===== src/rtl/agree_br_predictor.sv =====
// Agree-style branch predictor for the 5-stage RV32I pipeline.
// A direct-mapped BTB holds the target and a static bias bit for each branch.
// A gshare-indexed PHT of 2-bit counters records whether the branch agrees
// with that bias. The predicted direction is bias XNOR counter[1].
// Optional statistics counters are built only when AGREE_PRED_STATS_EN is defined.
module agree_br_predictor #(
  parameter int BTB_IDX_W = 5,
  parameter int PHT_IDX_W = 6,
  parameter int GHR_W     = 6
) (
  input  logic        i_clk,
  input  logic        i_rst_n,
  input  logic [31:0] i_pc_f,
  output logic        o_pred_taken,
  output logic [31:0] o_pred_target,
  input  logic        i_upd_valid,
  input  logic [31:0] i_pc_e,
  input  logic        i_taken_e,
  input  logic [31:0] i_target_e,
  input  logic        i_pred_taken_e,
  input  logic [31:0] i_pred_target_e,
  output logic        o_mispredict,
  output logic [31:0] o_redirect_pc
`ifdef AGREE_PRED_STATS_EN
  ,
  output logic [31:0] o_br_cnt,
  output logic [31:0] o_mispred_cnt
`endif
);

  localparam int BTB_N = 1 << BTB_IDX_W;
  localparam int PHT_N = 1 << PHT_IDX_W;
  localparam int TAG_W = 32 - BTB_IDX_W - 2;

  logic                 btb_valid_q [BTB_N];
  logic [TAG_W-1:0]     btb_tag_q   [BTB_N];
  logic [31:0]          btb_tgt_q   [BTB_N];
  logic                 btb_bias_q  [BTB_N];
  logic [1:0]           pht_q       [PHT_N];
  logic [GHR_W-1:0]     ghr_q, ghr_d;

  logic [PHT_IDX_W-1:0] ghr_ext;
  logic [BTB_IDX_W-1:0] btb_idx_f, btb_idx_e;
  logic [TAG_W-1:0]     tag_f, tag_e;
  logic [PHT_IDX_W-1:0] pht_idx_f, pht_idx_e;
  logic                 hit_f, hit_e;
  logic                 btb_alloc, btb_tgt_we, pht_we;
  logic [1:0]           pht_cur, pht_d;

  // History is zero-extended into the PHT index width before hashing.
  assign ghr_ext   = PHT_IDX_W'(ghr_q);

  assign btb_idx_f = i_pc_f[BTB_IDX_W+1:2];
  assign tag_f     = i_pc_f[31:BTB_IDX_W+2];
  assign pht_idx_f = i_pc_f[PHT_IDX_W+1:2] ^ ghr_ext;

  assign btb_idx_e = i_pc_e[BTB_IDX_W+1:2];
  assign tag_e     = i_pc_e[31:BTB_IDX_W+2];
  assign pht_idx_e = i_pc_e[PHT_IDX_W+1:2] ^ ghr_ext;

  assign hit_f = btb_valid_q[btb_idx_f] && (btb_tag_q[btb_idx_f] == tag_f);
  assign hit_e = btb_valid_q[btb_idx_e] && (btb_tag_q[btb_idx_e] == tag_e);

  // Fetch-side prediction reads the arrays directly, so a same-cycle update is not visible yet.
  always_comb begin
    o_pred_taken  = hit_f & (btb_bias_q[btb_idx_f] ~^ pht_q[pht_idx_f][1]);
    o_pred_target = o_pred_taken ? btb_tgt_q[btb_idx_f] : (i_pc_f + 32'd4);
  end

  // Compare the EX resolution against the prediction that travelled with the instruction.
  always_comb begin
    o_mispredict  = i_upd_valid &
                    ((i_taken_e != i_pred_taken_e) |
                     (i_taken_e & (i_target_e != i_pred_target_e)));
    o_redirect_pc = i_taken_e ? i_target_e : (i_pc_e + 32'd4);
  end

  // Training decisions: BTB write/alloc enables and the saturating agree-counter step.
  always_comb begin
    btb_alloc  = i_upd_valid & ~hit_e & i_taken_e;
    btb_tgt_we = i_upd_valid & i_taken_e;
    pht_we     = i_upd_valid & hit_e;
    pht_cur    = pht_q[pht_idx_e];
    pht_d      = pht_cur;
    if (i_taken_e == btb_bias_q[btb_idx_e]) begin
      if (pht_cur != 2'b11) pht_d = pht_cur + 2'd1;
    end else begin
      if (pht_cur != 2'b00) pht_d = pht_cur - 2'd1;
    end
    ghr_d = ghr_q;
    if (i_upd_valid) ghr_d = {ghr_q[GHR_W-2:0], i_taken_e};
  end

  // BTB storage: the target is refreshed on any taken resolution, and a missing taken branch allocates an entry.
  always_ff @(posedge i_clk or negedge i_rst_n) begin
    if (!i_rst_n) begin
      for (int i = 0; i < BTB_N; i++) begin
        btb_valid_q[i] <= 1'b0;
        btb_tag_q[i]   <= '0;
        btb_tgt_q[i]   <= '0;
        btb_bias_q[i]  <= 1'b0;
      end
    end else begin
      if (btb_tgt_we) btb_tgt_q[btb_idx_e] <= i_target_e;
      if (btb_alloc) begin
        btb_valid_q[btb_idx_e] <= 1'b1;
        btb_tag_q[btb_idx_e]   <= tag_e;
        btb_bias_q[btb_idx_e]  <= 1'b1;
      end
    end
  end

  // PHT agree counters reset to weak-agree, and only BTB hits train them.
  always_ff @(posedge i_clk or negedge i_rst_n) begin
    if (!i_rst_n) begin
      for (int i = 0; i < PHT_N; i++) pht_q[i] <= 2'b10;
    end else if (pht_we) begin
      pht_q[pht_idx_e] <= pht_d;
    end
  end

  // Non-speculative global history that shifts in each resolved outcome.
  always_ff @(posedge i_clk or negedge i_rst_n) begin
    if (!i_rst_n) ghr_q <= '0;
    else          ghr_q <= ghr_d;
  end

`ifdef AGREE_PRED_STATS_EN
  logic [31:0] br_cnt_q, br_cnt_d, mispred_cnt_q, mispred_cnt_d;

  // Saturating event counts.
  always_comb begin
    br_cnt_d      = br_cnt_q;
    mispred_cnt_d = mispred_cnt_q;
    if (i_upd_valid  && (br_cnt_q      != 32'hFFFF_FFFF)) br_cnt_d      = br_cnt_q + 32'd1;
    if (o_mispredict && (mispred_cnt_q != 32'hFFFF_FFFF)) mispred_cnt_d = mispred_cnt_q + 32'd1;
  end

  // Statistics registers.
  always_ff @(posedge i_clk or negedge i_rst_n) begin
    if (!i_rst_n) begin
      br_cnt_q      <= '0;
      mispred_cnt_q <= '0;
    end else begin
      br_cnt_q      <= br_cnt_d;
      mispred_cnt_q <= mispred_cnt_d;
    end
  end

  assign o_br_cnt      = br_cnt_q;
  assign o_mispred_cnt = mispred_cnt_q;
`endif

endmodule


===== config.mk =====
export PLATFORM = sky130hd
export DESIGN_NAME = agree_br_predictor
export DESIGN_NICKNAME = d
export VERILOG_FILES = /design/src/rtl/agree_br_predictor.sv
export SDC_FILE = /design/constraint.sdc
export NUM_CORES = 2
export LEC_CHECK = 0
export BUFFER_PORTS_ARGS = -buffer_cell sky130_fd_sc_hd__buf_2
export CAP_MARGIN = 20
export CORE_MARGIN = 4
export CORE_UTILIZATION = 63
export DETAILED_ROUTE_END_ITERATION = 10
export PLACE_DENSITY = 0.83
export SYNTH_ARGS = -nofsm -noshare
export SYNTH_HDL_FRONTEND = slang
export SYNTH_SLANG_ARGS = --single-unit

===== constraint.sdc =====
create_clock -name i_clk -period 12.39 [get_ports i_clk]
set_input_delay 1.239 -clock i_clk [delete_from_list [all_inputs] [get_ports i_clk]]
set_output_delay 1.239 -clock i_clk [all_outputs]
set_load 0.01 [all_outputs]

==> qor.yml <==
slowest_delay_ns: 0.98
multi_input_area_um2: 48000
timing.fmax_ghz: 0.116
start_util_pct: 63.6
clk_path_buf_depth: 3
dpl.hpwl_mm: 177
fin_nets: 6743
syn-instance-count: 6715
most-common-layout-cells: "dfrtp_1 (1958), mux2_2 (1763), mux4_2 (781)"
yosys_register_bits: 2022
grt_pass1_wl_mm: 459
final_common_cell: "dfrtp_1"
grt_max_degree: 178
vdd_drop_max_uv: 158
cts_tree: "yes"
seqCellArea_um2: 50700
first_iter_violations: 7973
hp-class: "in2async"
htreeDepth: 4
grt_usage_pct: 37.5
grt-ovfl-total: 0
ys_top_cells_by_area: "dfrtp_1 (48%), mux2_2 (20%), mux4_2 (17%), dfstp_2 (1.7%), clkbuf_1 (1.5%)"
fillers: 10097
synth.avg_cell_area_um2: 15.0
period_minus_slack_ns: 8.63
rsz0062_at_grt: "no"
slew_headroom_pct: 8.91
drive_gt1_share_pct: 50.0
cpMaxStageDelayCell: "buf_4"
ys_warn_count: 0
netlist_area_um2: 101000
critPathMaxFanout: 48
powerDensity_nw_per_um2: 154
leakage_nw: 49.6
io_buffers: 198
cp-start-kind: "primary input"
die_w_um: 408
ys_async_sr_fraction_pct: 100
via_count: 64788
ctsResizeCount: 0
synth_nets: 6853
root_buffer: "clkbuf_16"
final_max_slew_viol_count: 0
antenna_found_initial: 21
synth_top_family_by_area: "multiplexers"
post_cts_buffers: 0
tightest_slew_ns: 1.36
ios: 199
cp.arrival_ns: 7.39
area.growth.synth_to_final_pct: 9.58
drt-total-wl_mm: 310
clock_latency_ns: 0.89
clk_pin_slew_ns: 0.06
crit_top_cell: "buf_4"
critPathKind: "in2out"
tns_ns: 0
row_count: 146
drt-pass1-iter-count: 8
cts_sinks: 2022
finish.utilization_pct: 69.7
seq_area_frac_synth_pct: 50.2
hold_viol: 0
period_share_pct: 69.6
dp.cells: 8464
synth_ff_type: "dfrtp_1"
place_congestion: 0.957
yosysUniqueCellTypes: 67
via_per_inst: 7.31
fin_cells: 8857
holdBufCountCts: 0
synthAdderAreaFrac_pct: 0.0817
end_kind: "output pin"
drc_errors: 0
wl_per_cell_um: 35.0
cp.required_ns: 11.15
synth_compound_area_share_pct: 2.82
skew_ns: 0.0787
fin_total_pwr_w: 0.0170
core_area_um2: 159000
synthXorXnorAreaFrac_pct: 1.33
maxCapViolations: 0
muxShareOfSynthArea_pct: 39.5
path_cells: "clkbuf_8 -> buf_4 -> buf_4 -> mux4_2 -> mux2_2 -> o22ai_1 -> nor3_1 -> a2111oi_0 -> nand4_1 -> nor4bb_4 -> buf_4 -> mux2i_1 -> buf_2"
status: "finished clean"
grt_pass1_vias: 67854
die_h_um: 408
yosys.area_share.simple_pct: 3.08
setup_viol_count_final: 0
yosys.area.top_type_share_pct: 48.5
synth_area_leader_cell: "dfrtp_1"
ant_nets: 0
synth_edf_count: 0
cts_buffers: 202
die-area_um2: 167000
==> sequential cells by signal (all words and copies together), names as in the netlist <==
| signal | count |
|---|---|
| btb_bias_q | 32 |
| btb_valid_q | 32 |
| btb_tgt_q | 1024 |
| btb_tag_q | 800 |
| ghr_ext | 6 |
| pht_q | 128 |
==> where the power goes <==
group	total (W)	switching [W]	leakage [nW]	internal (W)
logic	0.00277	0.00134	19.6	0.00143
clock network	0.00630	0.00273	3.35	0.00357
registers	0.00797	0.000533	26.7	0.00744
total	0.0170	0.00461	49.6	0.0124
==> metrics by stage <==
step | area, um^2 | hold slack [ns] | setup WS [ns]
after floorplan | 101000 | 0.446 | 6.58
after global placement | 104000 | 0.462 | 4.20
after detailed placement | 104000 | 0.468 | 4.02
after CTS | 111000 | 0.426 | 4.05
after global routing | 111000 | 0.462 | 3.78
final | 111000 | 0.424 | 3.76
==> layout make-up <==
cell class	instances	area share [%]
multi-input cells	4002	43.4
clock buffers	296	5.28
clock inverters	73	0.894
repair buffers	363	2.26
inverters	14	0.0542
diodes	15	0.0339
well taps	2072	2.34
flip-flops and latches	2022	45.8
==> cell usage after synthesis, drive strengths merged (12+ instances only) <==
library cell  number
mux2            1881
mux2i            117
a21oi             29
dfstp             64
nand4             43
buf              261
inv               13
mux4             781
xnor2             58
nand2            204
nand3            107
xor2              94
nand2b            68
o22ai             23
and3              20
clkbuf           416
nor4              16
nor3              23
a22o              12
nor2              87
dfrtp           1958
a22oi            141
o21ai            170
==> path summary, 6_finish.rpt <==
kind | from | end | slack [ns] | cells after the start
min in group i_clk | btb_bias_q[14] | btb_bias_q[14] | 0.48 | 1
hold reg to reg | btb_bias_q[14] | btb_bias_q[14] | 0.48 | 1
max in group asynchronous | i_rst_n | btb_tgt_q[678] | 9.51 | 3
setup / recovery | i_pc_f[4] | o_pred_target[31] | 3.76 | 13
hold / removal | i_rst_n | btb_tag_q[780] | 0.42 | 1
setup reg to reg | btb_tag_q[510] | btb_tag_q[458] | 7.52 | 10
==> routing by layer <==
layer  part of all wire (%)  GRT usage, %  routed length [um]
met1                     36          49.8              111000
met2                     44          55.3              138000
met4                    6.9          21.3               21500
met3                     13          11.9               39300
met5                  0.094          1.38                 293
==> critical path: cells and delay by family <==
| kind | cells | cell delay [ns] |
|---|---|---|
| AOI/OAI and AO/OA | 2 | 0.71 |
| buffers and inverters | 5 | 3.00 |
| muxes | 3 | 1.41 |
| and+or+nand+nor | 3 | 0.81 |
==> cells by family after synthesis <==
| kind of cell | after synthesis |
|---|---|
| compound gates | 437 |
| xor+xnor | 152 |
| fa+ha+maj | 7 |
| buf+inv | 691 |
| flops | 2022 |
| mux | 2779 |
| simple gates | 627 |
(Power assumes the default switching activity.)
